File: src/rtl/mr_latch_bank.sv
// mr_latch_bank
//   Multi-channel latch/buffer bank. Each channel synchronises its raw input,
//   glitch-filters it, then drives dout in transparent, latch (4-phase capture
//   handshake), toggle or hold mode.
//
//   Optional feature macro: MR_LATCH_INVERT_EN
//     When defined, adds input inv_mask; din ^ inv_mask feeds the synchroniser.
//
// Ports:
//   clk       in   clock
//   rst_n     in   synchronous active-low reset
//   ena       in   1 = operate, 0 = freeze filter, outputs and capture FSM
//   din       in   [CHANNELS-1:0] raw asynchronous channel inputs
//   inv_mask  in   [CHANNELS-1:0] input inversion mask (MR_LATCH_INVERT_EN only)
//   mode      in   [1:0] 00 transparent, 01 latch, 10 toggle, 11 hold
//   filt_len  in   [FILT_BITS-1:0] glitch-filter length (0 = no filtering)
//   cap_req   in   capture request (4-phase handshake)
//   cap_ack   out  capture acknowledge
//   dout      out  [CHANNELS-1:0] channel outputs
//   chg       out  [CHANNELS-1:0] one-cycle pulse per dout bit that changed
module mr_latch_bank #(
  parameter int CHANNELS    = 8,
  parameter int SYNC_STAGES = 2,
  parameter int FILT_BITS   = 4
) (
  input  logic                 clk,
  input  logic                 rst_n,
  input  logic                 ena,
  input  logic [CHANNELS-1:0]  din,
`ifdef MR_LATCH_INVERT_EN
  input  logic [CHANNELS-1:0]  inv_mask,
`endif
  input  logic [1:0]           mode,
  input  logic [FILT_BITS-1:0] filt_len,
  input  logic                 cap_req,
  output logic                 cap_ack,
  output logic [CHANNELS-1:0]  dout,
  output logic [CHANNELS-1:0]  chg
);

  localparam logic [1:0] MODE_TRANS  = 2'b00;
  localparam logic [1:0] MODE_LATCH  = 2'b01;
  localparam logic [1:0] MODE_TOGGLE = 2'b10;

  typedef enum logic [1:0] {
    ST_IDLE    = 2'd0,
    ST_CAPTURE = 2'd1,
    ST_ACK     = 2'd2
  } state_t;

  logic [CHANNELS-1:0]                  din_src_s;
  logic [SYNC_STAGES-1:0][CHANNELS-1:0] sync_q, sync_d;
  logic [CHANNELS-1:0]                  sync_s;
  logic [CHANNELS-1:0]                  stable_q, stable_d;
  logic [CHANNELS-1:0]                  stable_prev_q, stable_prev_d;
  logic [CHANNELS-1:0][FILT_BITS-1:0]   cnt_q, cnt_d;
  logic [CHANNELS-1:0]                  dout_q, dout_d;
  logic [CHANNELS-1:0]                  chg_q, chg_d;
  logic                                 cap_ack_q, cap_ack_d;
  state_t                               state_q, state_d;

  // Source for the synchroniser (optionally inverted per channel)
  always_comb begin
`ifdef MR_LATCH_INVERT_EN
    din_src_s = din ^ inv_mask;
`else
    din_src_s = din;
`endif
  end

  // Synchroniser shift chain; keeps sampling regardless of ena
  always_comb begin
    sync_d = {sync_q[SYNC_STAGES-2:0], din_src_s};
    sync_s = sync_q[SYNC_STAGES-1];
  end

  // Glitch filter: accept a new level after filt_len+1 consecutive differing cycles.
  // filt_len is compared live, so a counter already past a reduced value wraps.
  always_comb begin
    stable_d      = stable_q;
    cnt_d         = cnt_q;
    stable_prev_d = stable_prev_q;
    if (ena) begin
      stable_prev_d = stable_q;
      for (int i = 0; i < CHANNELS; i++) begin
        if (sync_s[i] == stable_q[i]) begin
          cnt_d[i] = {FILT_BITS{1'b0}};
        end else if (cnt_q[i] == filt_len) begin
          stable_d[i] = sync_s[i];
          cnt_d[i]    = {FILT_BITS{1'b0}};
        end else begin
          cnt_d[i] = cnt_q[i] + {{(FILT_BITS-1){1'b0}}, 1'b1};
        end
      end
    end else begin
      stable_d = stable_q;
    end
  end

  // Capture FSM next state and output-mode selection
  always_comb begin
    state_d = state_q;
    dout_d  = dout_q;
    if (ena) begin
      case (state_q)
        ST_IDLE: begin
          if (cap_req && (mode == MODE_LATCH)) state_d = ST_CAPTURE;
          else                                 state_d = ST_IDLE;
        end
        ST_CAPTURE: state_d = ST_ACK;
        ST_ACK: begin
          if (cap_req) state_d = ST_ACK;
          else         state_d = ST_IDLE;
        end
        default: state_d = ST_IDLE;
      endcase

      // A capture always completes, whatever mode is selected meanwhile
      if (state_q == ST_CAPTURE) begin
        dout_d = stable_q;
      end else begin
        case (mode)
          MODE_TRANS:  dout_d = stable_q;
          // Toggle only on filtered rising edges
          MODE_TOGGLE: dout_d = dout_q ^ (stable_q & ~stable_prev_q);
          default:     dout_d = dout_q;
        endcase
      end
    end else begin
      state_d = state_q;
    end
  end

  // Change pulses and acknowledge; both frozen/forced while ena is low
  always_comb begin
    if (ena) chg_d = dout_d ^ dout_q;
    else     chg_d = {CHANNELS{1'b0}};
    cap_ack_d = (state_d == ST_ACK);
  end

  // State registers with synchronous active-low reset
  always_ff @(posedge clk) begin
    if (!rst_n) begin
      sync_q        <= {(SYNC_STAGES*CHANNELS){1'b0}};
      stable_q      <= {CHANNELS{1'b0}};
      stable_prev_q <= {CHANNELS{1'b0}};
      cnt_q         <= {(CHANNELS*FILT_BITS){1'b0}};
      dout_q        <= {CHANNELS{1'b0}};
      chg_q         <= {CHANNELS{1'b0}};
      cap_ack_q     <= 1'b0;
      state_q       <= ST_IDLE;
    end else begin
      sync_q        <= sync_d;
      stable_q      <= stable_d;
      stable_prev_q <= stable_prev_d;
      cnt_q         <= cnt_d;
      dout_q        <= dout_d;
      chg_q         <= chg_d;
      cap_ack_q     <= cap_ack_d;
      state_q       <= state_d;
    end
  end

  assign dout    = dout_q;
  assign chg     = chg_q;
  assign cap_ack = cap_ack_q;

endmodule

File: config.mk
export PLATFORM = sky130hd
export DESIGN_NAME = mr_latch_bank
export DESIGN_NICKNAME = d
export VERILOG_FILES = /design/src/rtl/mr_latch_bank.sv
export SDC_FILE = /design/constraint.sdc
export NUM_CORES = 1
export LEC_CHECK = 0
export BUFFER_PORTS_ARGS = -buffer_cell sky130_fd_sc_hd__buf_2
export CAP_MARGIN = 5
export CORE_UTILIZATION = 59
export DETAILED_ROUTE_END_ITERATION = 16
export PLACE_DENSITY = 0.79
export SLEW_MARGIN = 40
export SYNTH_ARGS = -nofsm -noshare
export SYNTH_HDL_FRONTEND = slang
export SYNTH_SLANG_ARGS = --single-unit
File: constraint.sdc
create_clock -name clk -period 1.4 [get_ports clk]
set_input_delay 0.07 -clock clk [delete_from_list [all_inputs] [get_ports clk]]
set_output_delay 0.07 -clock clk [all_outputs]
set_load 0.05 [all_outputs]
# [After elaboration in Yosys (flattened, before gate mapping)]
# Index checks and enable logic that the tools add are counted.
[totals] regBits=83 out_inout_bits=17 wordCells=99
[classes] add_sub_neg=8 n_eq_ne=21 mux=23 n_bitwise=12 n_reduce_logical=12
[op_table] op="$mux W4" count=16
[op_table] op="$add A4 B1 Y4 const B" count=8
[op_table] op="$eq A4 B4 Y1" count=8
[op_table] op="$reduce_and A3 Y1" count=8
[op_table] op="$mux W8" count=2
[op_table] op="$pmux W8 S2" count=1
[op_table] op="$xor A8 B8 Y8" count=2
[op_table] op="$and A8 B8 Y8" count=1
[op_table] op="$eq A1 B1 Y1" count=8
[op_table] op="$not A1 Y1" count=8
[op_table] op="$not A8 Y8" count=1
[op_table] op="$eq A2 B2 Y1 const B" count=3
[op_table] op="$pmux W2 S3" count=1
[op_table] op="$eq A2 B1 Y1 const B" count=2
[op_table] op="$logic_not A2 Y1" count=2
[op_table] op="$mux W2" count=2
[op_table] op="$reduce_and A2 Y1" count=1
[op_table] op="$logic_and A1 B1 Y1" count=1
[op_table] op="$mux W1" count=1

# [Logic depth before layout (Yosys ltp)]
# Gate-level depths: netlist (run 1).
[logic_depth] ltp_word=7 mapped_depth=6 mapped_depth_nobuf=4

# [Worst setup path after synthesis (run 1)]
# Ideal clock, no wire load.
[synth_timing] kind="register -> register" start="register dout_q[6], in the netlist dout[6]" end="register chg_q[6], in the netlist chg[6]" arrival_time_ns=1.274 t_required_ns=1.280 slack_ns=0.007 path_stages_with_launch=4 period_less_slack_ns=1.393 path_cell_list="dfxtp_1 > o221ai_1 > a32o_1 > mux2i_1"
[synth_between] elab_chain_cells=5
[synth_rtl] element="from (decl)" line_no="57" rtl="logic [CHANNELS-1:0] dout_q, dout_d;"
[synth_rtl] element="from (signal assigned)" line_no="148" rtl="dout_q <= {CHANNELS{1'b0}};"
[synth_rtl] element="from (signal assigned)" line_no="157" rtl="dout_q <= dout_d;"
[synth_rtl] element="$xor A8 B8 Y8" line_no="125" rtl="MODE_TOGGLE: dout_d = dout_q ^ (stable_q & ~stable_prev_q);"
[synth_rtl] element="$pmux W8 S2" line_no="122" rtl="case (mode)"
[synth_rtl] element="$mux W8" line_no="119" rtl="if (state_q == ST_CAPTURE) begin"
[synth_rtl] element="$mux W8" line_no="104" rtl="if (ena) begin"
[synth_rtl] element="$xor A8 B8 Y8 *" line_no="136" rtl="if (ena) chg_d = dout_d ^ dout_q;"
[synth_rtl] element="to (signal assigned)" line_no="149" rtl="chg_q <= {CHANNELS{1'b0}};"
[synth_rtl] element="to (signal assigned)" line_no="158" rtl="chg_q <= chg_d;"
[synth_rtl] element="to (decl)" line_no="58" rtl="logic [CHANNELS-1:0] chg_q, chg_d;"
# Every way passes the cells marked *; elsewhere a longest branch is shown, timed or not.
# A chain may end at the register's enable or synchronous reset.

# [Worst setup path after layout (run 1)]
[layout_timing] start="register state_q[0]" end="register chg_q[1], in the netlist chg[1]"
[layout_between] elab_chain_cells=4
[layout_rtl] element="from (decl)" line_no="60" rtl="state_t state_q, state_d;"
[layout_rtl] element="from (signal assigned)" line_no="160" rtl="state_q <= state_d;"
[layout_rtl] element="$eq A2 B1 Y1" line_no="119"
[layout_rtl] element="$mux W8" line_no="119"
[layout_rtl] element="$mux W8" line_no="104"
[layout_rtl] element="$xor A8 B8 Y8" line_no="136"
# No other way between the ends.

==> results of run 1 <==
## metrics by stage
stage	utilization	setup WS (ns)	setup TNS, ns
floorplan	-	0.00657	0
global placement	0.655	0.0380	0
detailed placement	0.655	-0.0370	-0.130
CTS	0.694	0.0742	0
global route	0.695	0.00350	0
finish	0.695	0.0703	0
## placed cells by master, fill, tap and decap left out, types with 2 or more instances in the layout
cell type,n
a21oi_1,8
and2_1,16
ha_1,8
nor2_1,41
inv_1,2
nand2b_1,7
buf_2,34
buf_12,2
clkbuf_8,11
nor2b_1,17
xor2_1,48
dlygate4sd3_1,8
clkinv_2,2
o21ai_0,17
a32o_1,6
xnor2_1,24
clkbuf_1,3
buf_4,9
nand4_1,8
dfxtp_1,83
a32o_2,2
nor3_1,8
a31o_2,8
nand3_1,8
nand2_1,39
mux2i_1,33
o221ai_1,8
## worst max-delay path, cell delays in order (launching register included)
cell,delay [ns]
dfxtp_1,0.39
or2b_4,0.34
o221ai_1,0.08
a32o_1,0.24
mux2i_1,0.21
## cell families (layout without fill, tap and decap cells)
kind of cell	after synthesis	count (layout)	share of synthesized area
AND/OR/NAND/NOR	154	154	0.192
flip-flops	83	83	0.415
XOR/XNOR	72	72	0.158
AO/OA/AOI/OAI	50	50	0.0885
multiplexers	33	33	0.0825
buffers and inverters	27	72	0.0397
adder cells (fa/ha/maj)	8	8	0.0250
## what timing repair did
item,in CTS,in global routing
resized for setup,1,1
pin swaps,0,0
hold buffers,8,0
hold endpoints to repair,8,0
endpoints found under the setup margin,8,1
## flip-flops by register name, summed over array words and instances, names as in the netlist, 2 cells and up
signal,flops
cnt_q,32
chg,8
dout,8
stable_prev_q,8
stable_q,8
sync_d,8
sync_s,8
state_q,2
## cells in the mapped netlist, drive strengths merged
cell type  number
and2b           1
nand2          40
inv             3
a31o            8
nor3            8
and3b           1
ha              8
or2b            2
and2           17
mux2i          33
xor2           48
nand4           8
nor4b           1
nand3           8
a21oi           8
buf            16
o21ai          17
a32o            8
clkbuf          8
nand2b          7
nand3b          1
nor2b          18
xnor2          24
nor2           41
o221ai          8
a22oi           1
dfxtp          83
or2             1
## power by group
part           internal, mW  switching [mW]
Sequential             2.44          0.0700
Combinational         0.272           0.396
Clock                 0.739           0.787
Total                  3.45            1.25
## layout make-up
class,instances,share of cell area
Clock buffer,14,0.0363
Clock inverter,2,0.00223
Inverter,3,0.00251
Multi-Input combinational cell,317,0.487
Sequential cell,83,0.370
Tap cell,77,0.0215
Timing Repair Buffer,53,0.0798
## metal layers
layer | global-route usage | part of all wire
met5 | 0 | 0
met4 | 0.0817 | 0.012
met3 | 0.0472 | 0.027
met2 | 0.411 | 0.50
met1 | 0.275 | 0.46
## final timing paths
path / slack [ns] / endpoint / startpoint
worst min register to register: 0.44 / sync_s[0] / sync_d[8]
worst max register to register: 0.07 / chg[1] / state_q[0]
worst min-delay path: 0.13 / stable_q[3] / rst_n
worst max-delay path: 0.07 / chg[1] / state_q[0]
==> metrics.txt, run 1 <==
Final Non-Filler Cells=549; share of layout cells above drive strength 1=0.159; CTS clk-pin slew, worst paths=0.08 ns; initial DRC count=135; period utilization=0.950; CP arrival=1.60 ns; post-place instance area=4230 um2; vias in the first global route=2,950; I/O Buffers=34; Pwr Total=4.70 mW; leakage power=~2 nW; Crit Path Class=reg -> reg; Seq/Total Area, Yosys=0.415; H-tree Lvls=3; register area=between 1500 and 2000 um2; crit path time final=1.33 ns; Critical Path RT=between 1.5 and 2 ns; io pins=35; Bufs on Longest Clock Path=2; worst slew pin tran=about 0.36 ns; crit-path max FO=8; Initial Util=0.620; GRT Util Overall=0.230; Post-Syn Area per Cell=9.37 um2; pin count of the biggest net entering global routing=49; power per cell area=about 1000 nW/um2; Ys Warns=0; Std-Cell Rows=29; DP HPWL=around 5200 um; Finished Cell Area=4490 um2; routed via count=2,990; DRC=8; Setup Fix Bufs, Post-CTS=0; Worst setup EP type=flop; Die X=84.4 um; WHS Path Cells=3; vias per cell=around 5.4; endpoints failing hold=0; hold_ws=0.132 ns; max-slew violations=0; CTS tree=done; Syn Nets=453; Max transition margin=0.761; clock sinks=a little over 80; Setup Viol. Count Final=0; Placed Instances=525; Core Box Area=6460 um2; post-synth top area cell=dfxtp_1; Synth Cell Area=~4000 um2; number of routed nets with antenna violations=0; first-pass GRT wire length=approximately 13,000 um; status=finished with violations; top-area cell type share of the netlist area=0.415; layout overhead on the synthesized area=12.1%; Peak supply drop=614 uV; DR pass1 iterations=10; CTS Buf Count=9; Die Y=84.4 um; Max-cap violations=0; fillcell total=511; WL/cell=13.8 um; grt ovf=0; flops & latches, synth=83; failing checks=DRC; area of the multi-input gates=2190 um2; RSZ-0062 raised after global routing=no; total wire length=7580 um; Synth Instances=427; Clock Latency Late Sink=0.34 ns; GPL Wtd Cong=0.790; clk_skew=0.00372 ns; fmax=752 MHz; top cells by area, synth=dfxtp_1 (42%), xor2_1 (11%), mux2i_1 (8.3%); cell count of the worst reg-to-reg path=4; Die ar.=7120 um2; Total Nets Final=between 400 and 500; hold crit path type=in -> reg; startpoint types=flop; initial antenna violation count=0; # diodes=0; clk root buf=clkbuf_8; post-synth cell types=38
Power figures use the tool's default switching activity.
==> inputs of run 2 (changes only) <==
--- a/config.mk
+++ b/config.mk
@@ -5,6 +5,7 @@
 export SDC_FILE = /design/constraint.sdc
 export NUM_CORES = 1
 export LEC_CHECK = 0
+export ABC_AREA = 1
 export BUFFER_PORTS_ARGS = -buffer_cell sky130_fd_sc_hd__buf_2
 export CAP_MARGIN = 5
 export CORE_UTILIZATION = 59
==> constraint.sdc (replaced) <==
create_clock -name clk -period 1.41 [get_ports clk]
set_input_delay 0.0705 -clock clk [delete_from_list [all_inputs] [get_ports clk]]
set_output_delay 0.0705 -clock clk [all_outputs]
set_load 0.05 [all_outputs]
==> run 2 against run 1 <==
Compared with the run above:
- the run now ends clean
- clock skew grew 0.0049 ns
- core utilization grew 1.6 points
- combinational power grew 12%
- highest routed layer unchanged
- total power grew 8.1%
- final cell count grew 28%
- largest cell class unchanged
- wire length grew 12%
==> metrics.txt, run 2 <==
clk root buf=clkbuf_8; hold_ws=0.0380 ns (-0.0936 ns); number of enable flip-flop cells after synthesis=0 (unchanged); Finished Cell Area=4620 um2 (+2.9%); power per cell area=1100 nW/um2 (+5.1%); post-synth cell types=27 (-29%); H-tree Lvls=3 (unchanged); count leader, synth=nand2_1; Total Nets Final=648 (+31%); ys flop type=dfxtp_1; startpoint types=flop; status=finished clean; hold crit path type=in -> reg; vias per cell=5.19 (-4.7%); Ys Warns=0 (unchanged); Bufs on Longest Clock Path=2 (unchanged); initial DRC count=183 (+36%); Largest Register=cnt_q; Die ar.=7250 um2 (+1.8%); io pins=35 (unchanged); max-slew violations=0 (unchanged); Synth Instances=582 (+36%); WL/cell=12.0 um (-13%); number of routed nets with antenna violations=0 (unchanged); crit path time final=1.16 ns (-0.170 ns); Die X=85.1 um (+0.91%); flops & latches, synth=83 (unchanged); leakage power=2.22 nW (+13%); vias in the first global route=3,564 (+21%); Worst setup EP type=flop; CTS Buf Count=9 (unchanged); commonest non-fill, non-tap cell in the layout=nand2_1; CTS clk-pin slew, worst paths=0.08 ns (about the same); max reg flops=32 (unchanged); Initial Util=0.628 (+0.00810); worst slew pin tran=0.354 ns (-0.00523 ns); crit-path max FO=17 (+9); Max-cap violations=0 (unchanged); routed via count=3,650 (+22%); DR pass1 iterations=4 (-6); Crit Path Class=reg -> reg; endpoints failing hold=0 (unchanged); GRT Util Overall=0.255 (+0.0252); DP HPWL=5860 um (+13%); DRC=0 (-8); Core Box Area=6490 um2 (+0.56%); Clock Latency Late Sink=0.35 ns (about the same); first-pass GRT wire length=14,900 um (+14%); period utilization=0.822 (-0.128); Commonest cells post-synth=nand2_1 (140), nor2_1 (112), dfxtp_1 (83); top-area cell type share of the netlist area=0.407 (-0.00764); Post-Syn Area per Cell=7.01 um2 (-25%); clk_skew=0.00864 ns (+0.00492 ns); CTS tree=done; Setup TNS=0 ns (unchanged); async set-reset flop share out of synthesis=0 (unchanged); pin count of the biggest net entering global routing=36 (-27%); post-synth top area cell=dfxtp_1; top cells by area, synth=dfxtp_1 (41%), nand2_1 (13%), nor2_1 (10%); Setup Viol. Count Final=0 (unchanged); Seq/Total Area, Yosys=0.407 (-0.00764); total wire length=8470 um (+12%); Max transition margin=0.764 (+0.00292); RSZ-0062 raised after global routing=no; I/O Buffers=34 (unchanged); Syn Nets=608 (+34%); GPL Wtd Cong=0.794 (+0.48%); Peak supply drop=764 uV (+24%); Std-Cell Rows=29 (unchanged); Synth Cell Area=4080 um2 (+1.9%); CP arrival=1.41 ns (-0.19 ns); Critical Path RT=1.66 ns (about the same); fmax=863 MHz (+15%); clock sinks=83 (unchanged); Die Y=85.1 um (+0.91%); most frequent cells in the layout=nand2_1 (140), nor2_1 (112), dfxtp_1 (83); share of layout cells above drive strength 1=0.121 (-0.0375); initial antenna violation count=0 (unchanged); # diodes=0 (unchanged); grt ovf=0 (unchanged); layout overhead on the synthesized area=13.2%; post-place instance area=4310 um2 (+1.9%)
-- run 2: cell types whose count changed after synthesis, moves of 25 or more --
cell / change
xor2_1: -32
nand2_1: +101
inv_1: +57
o21ai_1: +28
nor2_1: +71
mux2i_1: -25
-- run 2: kinds of logic after synthesis --
kind of cell	after synthesis	synth area share
compound gates	71	0.0878
xor+xnor	32	0.0687
fa+ha+maj	8	0.0245
buf+inv	84	0.0887
flops	83	0.407
mux	8	0.0196
simple gates	296	0.303
-- run 2: cell type report --
cell class,instances,area [um2]
well taps,77,96.3
inverters,65,244
flip-flops and latches,83,1660
clock inverters,1,30.0
clock buffers,14,183
fillers,517,1880
repair buffers,48,333
multi-input cells,415,2070
-- run 2: through the flow --
| step | worst slack, ns | cells | total power [mW] | util |
|---|---|---|---|---|
| 6_report | 0.251 | 703 | 5.09 | 0.711 |
| 3_5_place_dp | 0.125 | 680 | 3.31 | 0.663 |
| 3_3_place_gp | 0.206 | 680 | 3.28 | 0.663 |
| 5_1_grt | 0.0293 | 703 | 5.34 | 0.711 |
| 4_1_cts | 0.104 | 703 | 5.11 | 0.709 |
| 2_1_floorplan | 0.0287 | 582 | 3.13 | - |
-- run 2: metal layers --
layer | track usage | routed length, um | vias to the layer above
li1 | - | - | 1889
met1 | 0.297 | 3840 | 1665
met2 | 0.457 | 4160 | 79
met3 | 0.0516 | 337 | 17
met4 | 0.103 | 135 | 0
met5 | 0 | 0 | -
-- run 2: power breakdown --
part	internal, mW	switching [mW]
Combinational	0.259	0.489
Sequential	2.44	0.0844
Clock	1.00	0.807
Total	3.71	1.38
-- run 2: timing repair --
action	in CTS	in global routing
endpoints found under the hold margin	8	0
setup endpoints to repair	0	12
hold buffers	8	0
resized for setup	0	2
setup buffers	0	0
-- run 2: critical path, stage by stage, from the launching register on --
cell and delay [ns]:
dfxtp_1 0.38, inv_2 0.08, nand2_8 0.12, nand2_1 0.07
nor2_1 0.10, nand2_1 0.06, nand2_1 0.09, nand2_1 0.06
nand2_1 0.06, nor2_1 0.04
-- run 2: path summary, 6_finish.rpt --
kind         startpoint         end  slack (ns)  cells after the start
max          state_q[1]      chg[5]        0.25                      9
min               rst_n  sync_d[13]        0.04                      3
max reg2reg  state_q[1]      chg[5]        0.25                      9
min reg2reg   sync_d[9]   sync_s[1]        0.41                      2
==> inputs of run 3 (changes only) <==
--- a/config.mk
+++ b/config.mk
@@ -8,9 +8,9 @@
 export ABC_AREA = 1
 export BUFFER_PORTS_ARGS = -buffer_cell sky130_fd_sc_hd__buf_2
 export CAP_MARGIN = 5
-export CORE_UTILIZATION = 59
+export CORE_UTILIZATION = 54
 export DETAILED_ROUTE_END_ITERATION = 16
-export PLACE_DENSITY = 0.79
+export PLACE_DENSITY = 0.76
 export SLEW_MARGIN = 40
 export SYNTH_ARGS = -nofsm -noshare
 export SYNTH_HDL_FRONTEND = slang
==> constraint.sdc (replaced) <==
create_clock -name clk -period 1.03 [get_ports clk]
set_input_delay 0.0515 -clock clk [delete_from_list [all_inputs] [get_ports clk]]
set_output_delay 0.0515 -clock clk [all_outputs]
set_load 0.05 [all_outputs]
==> run 3 against run 2 <==
Compared with the run above:
- the flow now finishes with violations (setup timing)
- first-iteration DRC count is 31% higher
- setup slack lost 0.29 ns
- sequential share of layout area fell by 2.6 points
- global-route usage rose by 0.47 points
- total power is 34% higher
- maximum frequency up 8.6%
- clock skew about the same
- die area rose by 9.0%
- sequential power up 38%
- critical path type unchanged
- critical endpoint is now stable_q[1]
==> metrics.txt, run 3 (synthesized netlist as in run 2, its figures left out) <==
startpoint types=flop; DRC=0 (unchanged); Setup Viol. Count Final=16 (+16); clock sinks=83 (unchanged); Die ar.=7900 um2 (+9.0%); Std-Cell Rows=31 (+6.9%); Peak supply drop=860 uV (+13%); WL/cell=12.7 um (+5.2%); power per cell area=1310 nW/um2 (+18%); routed via count=3,853 (+5.6%); Final Non-Filler Cells=759 (+8.0%); fmax=936 MHz (+8.6%); Total Nets Final=681 (+5.1%); vias per cell=5.08 (-2.2%); GPL Wtd Cong=0.802 (+1.0%); total wire length=9620 um (+14%); Clock Latency Late Sink=0.36 ns (about the same); share of layout cells above drive strength 1=0.333 (+0.212); initial antenna violation count=0 (unchanged); vias in the first global route=3,813 (+7.0%); endpoints failing hold=0 (unchanged); Bufs on Longest Clock Path=2 (unchanged); RSZ-0062 raised after global routing=yes; Die Y=88.9 um (+4.4%); GRT Util Overall=0.260 (+0.00469); Max transition margin=0.776 (+0.0129); CTS tree=done; CTS Buf Count=9 (unchanged); clk root buf=clkbuf_8; Critical Path RT=1.33 ns (-0.33 ns); Max-cap violations=0 (unchanged); DR pass1 iterations=4 (unchanged); io pins=35 (unchanged); layout overhead on the synthesized area=28.4%; status=finished with violations; period utilization=1.04 (+0.215); initial DRC count=240 (+31%); pin count of the biggest net entering global routing=32 (-11%); max-slew violations=0 (unchanged); commonest non-fill, non-tap cell in the layout=nand2_1; H-tree Lvls=3 (unchanged); Die X=88.9 um (+4.4%); CP arrival=1.37 ns (-0.04 ns); DP HPWL=6310 um (+7.6%); crit-path max FO=3 (-14); grt ovf=0 (unchanged); Setup TNS=-0.261 ns (-0.261 ns); Worst setup EP type=flop; I/O Buffers=34 (unchanged); first-pass GRT wire length=15,800 um (+6.3%); Initial Util=0.559 (-0.0686); clk_skew=0.00865 ns (+0.00000528 ns); Placed Instances=728 (+7.1%); setup ws final=-0.0379 ns (-0.289 ns); Crit Path Class=reg -> reg; leakage power=2.42 nW (+9.3%); max reg flops=32 (unchanged); Largest Register=cnt_q; fin util=0.718 (+0.00726); number of routed nets with antenna violations=0 (unchanged); CTS clk-pin slew, worst paths=0.09 ns (about the same); failing checks=setup timing; Core Box Area=7290 um2 (+12%); worst slew pin tran=0.335 ns (-0.0188 ns); crit path time final=1.07 ns (-0.0914 ns); # diodes=0 (unchanged); most frequent cells in the layout=nand2_1 (124), nor2_1 (97), inv_1 (44); hold crit path type=in -> reg; hold_ws=0.0564 ns (+0.0184 ns)
[run 3: cell type report]
class | count | area [um2]
sequential | 83 | 1750
timing repair buffer | 80 | 631
multi-input combinational | 416 | 2310
fill | 581 | 2060
inverter | 65 | 249
tap | 99 | 124
clock inverter | 7 | 51.3
clock buffer | 9 | 124
[run 3: worst paths after layout]
path | from | to | slack, ns | cells past startpoint
max | cnt_q[4] | stable_q[1] | -0.04 | 7
min | mode[1] | cap_ack | 0.06 | 5
max reg2reg | cnt_q[4] | stable_q[1] | -0.04 | 7
min reg2reg | sync_d[9] | sync_s[1] | 0.42 | 2
[run 3: power breakdown]
part | switching [mW] | internal (mW)
registers | 0.134 | 3.34
clock network | 1.23 | 0.888
logic | 0.756 | 0.484
[run 3: repair_timing]
action | CTS | global route
hold buffers | 8 | 0
cloned | 1 | 0
gates resized for setup | 56 | 88
hold endpoints to repair | 8 | 0
endpoints found under the setup margin | 56 | 71
pin swaps | 5 | 21
buffers inserted | 1 | 5
[run 3: worst max-delay path: stages, from the launching register on]
cell	delay, ns
dfxtp_2	0.34
nand2_1	0.06
o21ai_1	0.06
nor2_1	0.11
nand3_2	0.15
nand2_1	0.11
nand2_1	0.06
nor2_1	0.11
[run 3: through the flow]
step / instance area, um2 / setup WS (ns) / power (mW)
final: 5240 / -0.0379 / 6.83
after global routing: 5240 / -0.149 / 7.19
after CTS: 4980 / -0.0401 / 6.78
after detailed placement: 4560 / -0.115 / 4.59
after global placement: 4560 / -0.0798 / 4.54
after floorplan: 4120 / -0.0278 / 4.29
[run 3: routing by layer]
layer  global-route usage  wire length (um)  vias to the layer above
met2                0.482              4910                       78
met5                    0                 0                        -
met3               0.0628               425                       15
met1                0.282              4100                     1792
met4                0.110               186                        0
li1                     -                 -                     1968
